==> config.mk <==
export PLATFORM = sky130hd
export DESIGN_NAME = tft_byte_fifo
export DESIGN_NICKNAME = d
export VERILOG_FILES = /design/src/rtl/tft_byte_fifo.sv
export SDC_FILE = /design/constraint.sdc
export NUM_CORES = 1
export LEC_CHECK = 0
export BUFFER_PORTS_ARGS = -buffer_cell sky130_fd_sc_hd__buf_2
export CAP_MARGIN = 10
export CORE_MARGIN = 10
export CORE_UTILIZATION = 61
export DETAILED_ROUTE_END_ITERATION = 16
export PLACE_DENSITY = 0.89
export SLEW_MARGIN = 0
export SYNTH_ARGS = -nofsm -noshare
export SYNTH_HDL_FRONTEND = slang
export SYNTH_SLANG_ARGS = --single-unit
==> constraint.sdc <==
create_clock -name clk -period 4.11 [get_ports clk]
set_input_delay 0.411 -clock clk [delete_from_list [all_inputs] [get_ports clk]]
set_output_delay 0.411 -clock clk [all_outputs]
set_load 0.01 [all_outputs]
==> src/rtl/tft_byte_fifo.sv <==
// -----------------------------------------------------------------------------
// tft_byte_fifo
//
// Byte queue between the muxed TFT producers (init / scene / player) and the
// tft_spi serialiser. A producer can burst up to DEPTH bytes without waiting
// on SPI shifting. Each entry holds an 8-bit byte plus its D/C flag, and the
// entries are issued to tft_spi one at a time with a transmit/busy handshake.
//
// Ports
//   clk           system clock
//   rst           synchronous reset, active low
//   in_data       producer byte
//   in_dc         producer D/C flag (0 = command, 1 = data)
//   in_transmit   producer strobe, one byte per high cycle
//   in_busy       registered back-pressure to the producer
//   spi_data      byte presented to tft_spi (held until the next pop)
//   spi_dc        D/C flag presented to tft_spi
//   spi_transmit  one-cycle start strobe to tft_spi
//   spi_busy      tft_spi busy
//   level         current entry count, 0..DEPTH
//   idle          queue empty and SPI link quiet
//   overflow      sticky, set when a strobe arrives while full
//
// Read FSM
//   state       | meaning
//   ------------+-----------------------------------------------------------
//   S_IDLE      | ready to pop the head entry once spi_busy is low
//   S_WAIT_RISE | strobe issued; waiting up to TIMEOUT cycles for spi_busy
//   S_WAIT_FALL | serialiser accepted the byte; waiting for spi_busy to drop
// -----------------------------------------------------------------------------
module tft_byte_fifo #(
  parameter int DEPTH   = 16,
  parameter int TIMEOUT = 4
) (
  input  logic                     clk,
  input  logic                     rst,
  input  logic [7:0]               in_data,
  input  logic                     in_dc,
  input  logic                     in_transmit,
  output logic                     in_busy,
  output logic [7:0]               spi_data,
  output logic                     spi_dc,
  output logic                     spi_transmit,
  input  logic                     spi_busy,
  output logic [$clog2(DEPTH):0]   level,
  output logic                     idle,
  output logic                     overflow
);

  localparam int AW = $clog2(DEPTH);
  localparam int TW = (TIMEOUT > 1) ? $clog2(TIMEOUT) : 1;
  localparam logic [AW:0]   LVL_FULL = (AW+1)'(DEPTH);
  localparam logic [TW-1:0] TMR_LAST = TW'(TIMEOUT - 1);

  typedef enum logic [1:0] {
    S_IDLE,
    S_WAIT_RISE,
    S_WAIT_FALL
  } state_t;

  state_t          state_q, state_d;
  logic [8:0]      mem_q [DEPTH];
  logic [AW-1:0]   wr_ptr_q, wr_ptr_d;
  logic [AW-1:0]   rd_ptr_q, rd_ptr_d;
  logic [AW:0]     level_q, level_d;
  logic [TW-1:0]   timer_q, timer_d;
  logic [7:0]      spi_data_q, spi_data_d;
  logic            spi_dc_q, spi_dc_d;
  logic            spi_tx_q, spi_tx_d;
  logic            in_busy_q, in_busy_d;
  logic            overflow_q, overflow_d;

  logic            full;
  logic            wr_en;
  logic            pop;

  // Fullness is judged on the pre-edge level, so a pop in the same cycle
  // does not make room for an incoming strobe.
  assign full  = (level_q == LVL_FULL);
  assign wr_en = in_transmit & ~full;

  always_comb begin
    state_d    = state_q;
    timer_d    = timer_q;
    spi_tx_d   = 1'b0;
    pop        = 1'b0;

    case (state_q)
      S_IDLE: begin
        if ((level_q != '0) && !spi_busy) begin
          pop      = 1'b1;
          spi_tx_d = 1'b1;
          timer_d  = '0;
          state_d  = S_WAIT_RISE;
        end
      end
      S_WAIT_RISE: begin
        // A serialiser that never raises busy still lets the queue drain.
        if (spi_busy) begin
          state_d = S_WAIT_FALL;
        end else if (timer_q == TMR_LAST) begin
          state_d = S_IDLE;
        end else begin
          timer_d = timer_q + TW'(1);
        end
      end
      S_WAIT_FALL: begin
        if (!spi_busy) begin
          state_d = S_IDLE;
        end
      end
      default: begin
        state_d = S_IDLE;
      end
    endcase
  end

  always_comb begin
    wr_ptr_d   = wr_en ? (wr_ptr_q + AW'(1)) : wr_ptr_q;
    rd_ptr_d   = pop   ? (rd_ptr_q + AW'(1)) : rd_ptr_q;
    level_d    = level_q + (AW+1)'(wr_en) - (AW+1)'(pop);
    spi_data_d = spi_data_q;
    spi_dc_d   = spi_dc_q;
    if (pop) begin
      spi_data_d = mem_q[rd_ptr_q][7:0];
      spi_dc_d   = mem_q[rd_ptr_q][8];
    end
    // Busy for one cycle after every accepted write so a pulse producer
    // cannot push twice, and for as long as the queue is full.
    in_busy_d  = wr_en | (level_d == LVL_FULL);
    overflow_d = overflow_q | (in_transmit & full);
  end

  always_ff @(posedge clk) begin
    if (!rst) begin
      state_q    <= S_IDLE;
      wr_ptr_q   <= '0;
      rd_ptr_q   <= '0;
      level_q    <= '0;
      timer_q    <= '0;
      spi_data_q <= '0;
      spi_dc_q   <= 1'b0;
      spi_tx_q   <= 1'b0;
      in_busy_q  <= 1'b0;
      overflow_q <= 1'b0;
    end else begin
      state_q    <= state_d;
      wr_ptr_q   <= wr_ptr_d;
      rd_ptr_q   <= rd_ptr_d;
      level_q    <= level_d;
      timer_q    <= timer_d;
      spi_data_q <= spi_data_d;
      spi_dc_q   <= spi_dc_d;
      spi_tx_q   <= spi_tx_d;
      in_busy_q  <= in_busy_d;
      overflow_q <= overflow_d;
    end
  end

  // Storage has no reset; the pointers and level define what is valid.
  always_ff @(posedge clk) begin
    if (wr_en) begin
      mem_q[wr_ptr_q] <= {in_dc, in_data};
    end
  end

  assign in_busy      = in_busy_q;
  assign spi_data     = spi_data_q;
  assign spi_dc       = spi_dc_q;
  assign spi_transmit = spi_tx_q;
  assign level        = level_q;
  assign overflow     = overflow_q;
  assign idle         = (level_q == '0) && (state_q == S_IDLE) && !spi_tx_q && !spi_busy;

endmodule
==> results.yml, run 1 <==
setup_path:
  cp_common_cell: "ha_1"
  critPathMaxFanout: 15
  cpPeakStageDelay_ns: 0.51
  cp_slowest_cell: "or4b_4"
  start_kind: "flip-flop"
  crit_family: "adder cells"
  critical_path_arrival_ns: 3.67
  crit_chain: "inv_1, ha_1, or4b_4, nand2_2, inv_2, ha_1, inv_1, ha_1, fa_1, a21oi_1, o21bai_1, mux2_2, a32o_1"
  required_ns: 4.43
  crit_buf_inv: 3
  end_kind: "flip-flop"
  crit_type: "reg -> reg"
yosys:
  async_reset_ff_share_pct: 0
  syn_nets: 398
  yosys-top-cells-area: "edfxtp_1 62%, dfxtp_1 8.4%, mux4_1 7.2%, mux4_2 5.5%, mux2i_1 2.6%"
  synth.largest_area_cell: "edfxtp_1"
  ys_types: 45
  ys.warnings.count: 0
  synth_seq_area_share_pct: 70.6
  synthCells: 372
  synth_edf_count: 144
  syn-cell-area_um2: 6940
  synth.avg_cell_area_um2: 18.7
  yosysTopAreaCellShare_pct: 62.3
  ys.flop_type: "edfxtp_1"
  ys_ff_latch: 173
sta:
  fin_tns_setup_ns: 0
  final_hold_viol_count: 0
  clock-skew-final_ns: 0.00833
  setup_viol: 0
  slew_headroom_pct: 30.4
  rsz0062_at_grt: "false"
  worst_hold_slack_ns: 0.285
  fin_crit_ns: 3.35
  worstMarginPinSlew_ns: 1.04
  finalMaxSlewViolations: 0
  period_share_pct: 81.5
  max_freq_ghz: 0.299
floorplan:
  core_area_um2: 11000
  io-pin-count: 31
  die_h_um: 127
  initial_core_util_pct: 63.2
  die-width_um: 127
  die_area_um2: 16000
  fp-row-count: 38
final_layout:
  syn_to_final_growth_pct: 11.1
  diodes: 0
  fin_nets: 437
  fin_cells: 564
  layout_common_cells: "144 x edfxtp_1, 30 x buf_2, 28 x dfxtp_1"
  final_area_um2: 7710
  drive_above_1_share_pct: 21.5
  layout_commonest_cell: "edfxtp_1"
cts:
  cts_resized: 0
  clkSlewWorstSetupHoldPaths_ns: 0.07
  cts_setup_buffers: 0
  hold_buffers: 0
  cts_tree: "done"
  cts_buffers: 17
  cts-htree-levels: 4
  cts.path.max_buffers: 2
  clk_latency_ns: 0.43
  clock-sinks: 173
  clock-root-buffer: "clkbuf_16"
power_and_ir_drop:
  ir_worst_vdd_mv: 0.393
  power_leakage_uw: 0.00259
  p_per_area_nw_per_um2: 567
global_routing:
  grt_max_degree: 39
  overflow: 0
  grt_pass1_wl_mm: 22.0
  track_usage_pct: 18.4
  antenna_found_initial: 0
  grt_pass1_vias: 3650
place:
  placedCellCount: 532
  dp_hpwl_mm: 8.94
  portBuffers: 30
  placed_cell_area_um2: 7200
  place.gp.congestion: 0.845
run_status:
  outcome: "finished, final reports clean"
detailed_routing:
  avgRoutedWirePerCell_um: 25.6
  drt_iter0_drc: 449
  ant_nets: 0
  routed-wl-met3_mm: 1.41
  viasPerCell: 6.44
  routed_wl_mm: 14.4
  wl_met2_mm: 7.10
  drc: 0
  dr.pass1.iters: 5
  vias: 3633
  wl_met1_mm: 5.62
  top_layer: "met4"
run:
  drv_cap: 0
worst_hold_path:
  worst_hold_path_type: "in -> reg"
[kinds of logic (layout without fill, tap and decap cells)]
| group | after synthesis | after routing | share of synthesized area (%) |
|---|---|---|---|
| buffers and inverters | 29 | 81 | 2.41 |
| AO/OA/AOI/OAI | 22 | 22 | 2.54 |
| flip-flops | 173 | 173 | 70.6 |
| XOR/XNOR | 9 | 9 | 1.14 |
| AND/OR/NAND/NOR | 71 | 71 | 5.35 |
| multiplexers | 55 | 55 | 15.5 |
| adder cells (fa/ha/maj) | 13 | 13 | 2.45 |
[worst register-to-register path, cell delays in order, from the launching register on]
cell and delay [ns]:
dfxtp_1 0.33, inv_1 0.10, ha_1 0.20, or4b_4 0.51, nand2_2 0.24, inv_2 0.11, ha_1 0.29, inv_1 0.05
ha_1 0.20, fa_1 0.42, a21oi_1 0.15, o21bai_1 0.08, mux2_2 0.28, a32o_1 0.25
[worst paths after layout]
check                              start    endpoint  slack, ns  depth (start not counted)
worst min register to register  overflow    overflow       0.46                          1
worst max register to register  level[3]     in_busy       0.76                         13
worst min-delay path            spi_busy  state_q[1]       0.28                          2
worst max-delay path            level[3]     in_busy       0.76                         13
[sequential cells by signal, summed over array words and instances (netlist names)]
| signal | flops |
|---|---|
| level | 5 |
| rd_ptr_q | 4 |
| wr_ptr_q | 4 |
| mem_q | 144 |
| spi_dc | 1 |
| state_q | 2 |
| spi_data | 8 |
| overflow | 1 |
| spi_transmit | 1 |
| timer_q | 2 |
| in_busy | 1 |
[per-layer routing]
metal,global-route usage [%],vias to the layer above
met5,0,-
met4,8.31,0
met3,6.04,29
met2,28.5,212
met1,23.3,1825
li1,-,1567
[synth_stat cells, drive strengths merged (2+ instances only)]
cell      n
edfxtp  144
mux4     36
dfxtp    29
nor2     23
mux2i    18
nand3    15
buf      12
ha       12
inv      11
nand2    11
o221ai    9
a21oi     6
clkbuf    6
nor3      6
and2      5
xor2      5
xnor2     4
and3      2
nand2b    2
o21ai     2
or3       2
or4b      2
[layout make-up]
cell class | count | area [um^2]
flip-flops and latches | 173 | 4910
repair buffers | 38 | 210
multi-input cells | 170 | 1870
clock inverters | 14 | 78.8
clock buffers | 18 | 429
inverters | 11 | 41.3
well taps | 140 | 175
fillers | 640 | 3270
[power by group]
| part | switching [uW] | internal, uW | total (uW) |
|---|---|---|---|
| Sequential | 97.3 | 2020 | 2110 |
| Clock | 647 | 758 | 1400 |
| Combinational | 470 | 386 | 856 |
| Total | 1210 | 3160 | 4370 |
[through the flow]
step                      power [uW]  worst slack [ns]  util, %
final                           4370             0.761     70.2
after global placement          2930              1.02     65.6
after CTS                       4380             0.770     70.2
after detailed placement        2980             0.894     65.6
after floorplan                 2740              1.20        -
after global routing            4530             0.634     70.2
(Power assumes the default switching activity.)
==> inputs of run 2 (changes only) <==
CORE_UTILIZATION = 55   (was 61)
PLACE_DENSITY = 0.85   (was 0.89)
clock period = 2.92 ns   (was 4.11 ns; I/O delays follow)
==> results.yml, run 2 (synthesized netlist as in run 1, its figures left out) <==
floorplan:
  die-width_um: 132
  die_h_um: 132
  die_area_um2: 17500
  initial_core_util_pct: 57.1
  fp-row-count: 40
  io-pin-count: 31
  core_area_um2: 12200
final_layout:
  fin_nets: 459
  fillers: 778
  layout_commonest_cell: "edfxtp_1"
  largest_register_ff_count: 144
  syn_to_final_growth_pct: 15.3
  diodes: 0
  drive_above_1_share_pct: 26.7
  regArea_um2: 4910
  layout_common_cells: "144 x edfxtp_1, 30 x buf_2, 30 x buf_4"
  top_register: "mem_q"
  multi_input_area_um2: 1920
cts:
  cts-htree-levels: 4
  clk_latency_ns: 0.42
  cts_buffers: 17
  cts_tree: "done"
  clock-root-buffer: "clkbuf_16"
  cts.path.max_buffers: 2
  clkSlewWorstSetupHoldPaths_ns: 0.06
  clock-sinks: 173
setup_path:
  required_ns: 3.28
  start_kind: "flip-flop"
  end_kind: "flip-flop"
  crit_type: "reg -> reg"
  critPathMaxFanout: 3
  critical_path_arrival_ns: 3.27
run_status:
  outcome: "finished, final reports clean"
power_and_ir_drop:
  switching_share_pct: 26.6
  switching_power_uw: 1720
  power.share.clock_pct: 32.3
  p_per_area_nw_per_um2: 810
  pwr-share-seq_pct: 45.7
  combPwrFrac_pct: 21.9
  power_leakage_uw: 0.00273
  total_power_uw: 6490
  internal_power_uw: 4760
  ir_worst_vdd_mv: 0.556
detailed_routing:
  drc: 0
  viasPerCell: 5.91
  ant_nets: 0
  avgRoutedWirePerCell_um: 23.2
  vias: 3631
  dr.pass1.iters: 7
  routed_wl_mm: 14.2
  drt_iter0_drc: 371
sta:
  slew_headroom_pct: 44.0
  setup_slack_ns: 0.0129
  worst_hold_slack_ns: 0.192
  max_freq_ghz: 0.344
  clock-skew-final_ns: 0.00706
  worstMarginPinSlew_ns: 0.836
  rsz0062_at_grt: "true"
  period_share_pct: 99.6
  setup_viol: 0
  fin_crit_ns: 2.91
  finalMaxSlewViolations: 0
  final_hold_viol_count: 0
place:
  place.gp.congestion: 0.825
  dp_hpwl_mm: 9.06
  post-place-ws_ns: -0.0940
  portBuffers: 30
run:
  drv_cap: 0
global_routing:
  grt_pass1_wl_mm: 21.8
  antenna_found_initial: 0
  track_usage_pct: 16.3
  grt_pass1_vias: 3787
  grt_max_degree: 39
  overflow: 0
worst_hold_path:
  worst_hold_path_type: "in -> reg"
==> run 2: changes by cell type in the layout (fill, tap and decap cells not counted), sizes merged <==
cell,previous run,this run
clkbuf,18,24
buf,38,60
bufinv,0,2
inv,12,11
clkinv,10,4
clkinvlp,3,2
==> run 2: repair_timing <==
action | 4_1_cts | 5_1_grt
gates resized for setup | 6 | 9
hold buffers | 0 | 0
pin swaps | 1 | 7
cloned | 0 | 0
setup buffers | 1 | 4
hold endpoints to repair | 0 | 0
endpoints found under the setup margin | 1 | 1
==> run 2: worst max-delay path, stage by stage (launching register included) <==
cell and delay [ns]:
dfxtp_2 0.33, inv_2 0.07, ha_4 0.13, or4b_4 0.48
nand2_4 0.10, inv_4 0.05, ha_4 0.26, inv_4 0.03
ha_4 0.15, fa_2 0.36, buf_4 0.15, buf_4 0.13
xor2_1 0.16, nor3_1 0.23, a32o_1 0.20
==> run 2: stage by stage <==
step,TNS (ns),utilization (%),cell area (um^2),cells
after CTS,0,65.2,7930,610
final,0,65.8,8010,614
after global routing,-0.0723,65.8,8010,614
after detailed placement,-0.0940,60.6,7370,577
after global placement,0,60.6,7370,577
after floorplan,0,-,6940,372
==> run 2: metal layers <==
metal  routed length (um)  track usage (%)  vias to the layer above
met2                 7150             26.6                      164
met4                  323             6.36                        0
met3                 1090             5.68                       27
met5                    0                0                        -
li1                     -                -                     1610
met1                 5670             19.5                     1830
==> run 2: path summary, 6_finish.rpt <==
check              from          to  slack [ns]  cells after the start
min            spi_busy  state_q[1]        0.19                      2
max reg2reg    level[2]     in_busy        0.01                     14
max            level[2]     in_busy        0.01                     14
min reg2reg  timer_q[1]  timer_q[1]        0.46                      2
==> run 2: power by group through the flow <==
stage | sequential [uW] | clock [uW] | combinational, uW
after global placement | 2990 | 0 | 1170
after detailed placement | 3010 | 0 | 1230
final | 2970 | 2100 | 1420
after global routing | 2980 | 2220 | 1530
after floorplan | 3000 | 0 | 854
after CTS | 2960 | 2120 | 1280
==> run 2: layout make-up <==
cell class / count / area share (%)
clock buffers: 24 / 5.64
clock inverters: 8 / 1.16
inverters: 11 / 0.578
multi-input cells: 170 / 24.0
flip-flops and latches: 173 / 61.3
well taps: 168 / 2.63
repair buffers: 60 / 4.69
==> inputs of run 3 (changes only) <==
BUFFER_PORTS_ARGS = default   (was -buffer_cell sky130_fd_sc_hd__buf_2)
CORE_UTILIZATION = 57   (was 55)
DONT_BUFFER_PORTS = 1   (was default)
==> results.yml, run 3 (synthesized netlist as in run 1, its figures left out) <==
setup_path:
  cp-startpoint: "level[2]"
  critical_path_arrival_ns: 3.18
  crit_end: "in_busy"
  crit_type: "reg -> reg"
  r2r_slack_ns: 0.06
  rr_endpoint: "in_busy"
  start_kind: "flip-flop"
  required_ns: 3.24
  critPathMaxFanout: 4
  reg2reg_depth: 13
  r2r_start: "level[2]"
  end_kind: "flip-flop"
floorplan:
  die-width_um: 130
  core_area_um2: 12000
  die_h_um: 130
  initial_core_util_pct: 58.0
  io-pin-count: 31
  fp-row-count: 40
  die_area_um2: 17000
power_and_ir_drop:
  ir_worst_vdd_mv: 0.486
  total_power_uw: 6520
  power_leakage_uw: 0.00267
  p_per_area_nw_per_um2: 815
final_layout:
  layout_commonest_cell: "edfxtp_1"
  fin_cells: 577
  drive_above_1_share_pct: 22.3
  largest_register_ff_count: 144
  diodes: 0
  top_register: "mem_q"
  fin_nets: 443
  syn_to_final_growth_pct: 15.2
  layout_common_cells: "144 x edfxtp_1, 33 x buf_4, 26 x dfxtp_1"
detailed_routing:
  dr.pass1.iters: 4
  viasPerCell: 6.30
  drt_iter0_drc: 449
  routed_wl_mm: 14.7
  top_layer: "met4"
  avgRoutedWirePerCell_um: 25.4
  drc: 0
  routed-wl-met3_mm: 1.20
  vias: 3636
  wl_met2_mm: 7.34
  ant_nets: 0
  wl_met1_mm: 5.67
sta:
  final_hold_viol_count: 0
  fin_tns_setup_ns: 0
  clock-skew-final_ns: 0.00571
  worstMarginPinSlew_ns: 0.685
  max_freq_ghz: 0.350
  finalMaxSlewViolations: 0
  setup_viol: 0
  slew_headroom_pct: 54.3
  worst_hold_slack_ns: 0.0186
  period_share_pct: 97.8
  setup_slack_ns: 0.0629
  fin_crit_ns: 2.86
global_routing:
  track_usage_pct: 18.5
  grt_max_degree: 39
  antenna_found_initial: 0
  grt_pass1_vias: 3751
  grt_pass1_wl_mm: 22.5
  overflow: 0
place:
  portBuffers: 0
  dp_hpwl_mm: 9.35
  post-place-ws_ns: -0.0609
  place.gp.congestion: 0.803
  placedCellCount: 532
cts:
  clock-root-buffer: "clkbuf_16"
  clk_latency_ns: 0.43
  cts_buffers: 17
  clock-sinks: 173
  clkSlewWorstSetupHoldPaths_ns: 0.06
  cts.path.max_buffers: 2
  cts_tree: "done"
  cts-htree-levels: 4
worst_hold_path:
  worst_hold_path_type: "in -> reg"
  hp-start: "rst"
run_status:
  outcome: "finished, final reports clean"
run:
  drv_cap: 0
-- run 3: layer usage --
layer | vias up | GRT usage, %
met5 | - | 0
met4 | 0 | 9.81
met3 | 36 | 5.15
met2 | 151 | 29.3
met1 | 1865 | 22.9
li1 | 1584 | -
-- run 3: how the worst min path moves through the flow --
stage / end / cells past startpoint / slack, ns
final: spi_data[7] / 2 / 0.02
after global routing: state_q[1] / 1 / 0.02
after CTS: spi_data[7] / 2 / 0.002
after detailed placement: mem_q[1][3] / 0 / 0.39
after global placement: mem_q[10][0] / 0 / 0.39
after floorplan: mem_q[0][0] / 0 / 0.39
-- run 3: report_power, final --
part	internal [uW]	switching (uW)
registers	2840	181
clock network	1330	886
logic	625	658
total	4790	1720
-- run 3: stage by stage --
| stage | cell area, um^2 | util (%) |
|---|---|---|
| global placement | 7250 | 60.6 |
| global route | 8000 | 66.9 |
| CTS | 7940 | 66.4 |
| finish | 8000 | 66.9 |
| detailed placement | 7250 | 60.6 |
| floorplan | 6940 | - |
-- run 3: repair_timing --
item / 4_1_cts / 5_1_grt
setup buffers: 1 / 2
resized for setup: 2 / 11
endpoints found under the hold margin: 149 / 0
pin swaps: 1 / 4
hold buffers: 10 / 0
setup endpoints to repair: 1 / 1
-- run 3: cell type report --
class | count | area, um^2
flip-flops and latches | 173 | 4910
fillers | 728 | 3970
multi-input cells | 170 | 1910
clock buffers | 18 | 429
repair buffers | 44 | 368
well taps | 147 | 184
clock inverters | 14 | 150
inverters | 11 | 43.8
-- run 3: critical path, stage by stage (launching register included) --
cell and delay [ns]:
dfxtp_2 0.32, inv_2 0.08, ha_4 0.13, or4b_4 0.49
nand2_4 0.09, inv_4 0.05, ha_4 0.25, inv_1 0.04
ha_2 0.18, fa_2 0.36, a21oi_2 0.14, o21bai_1 0.10
mux2_4 0.31, a32o_1 0.22
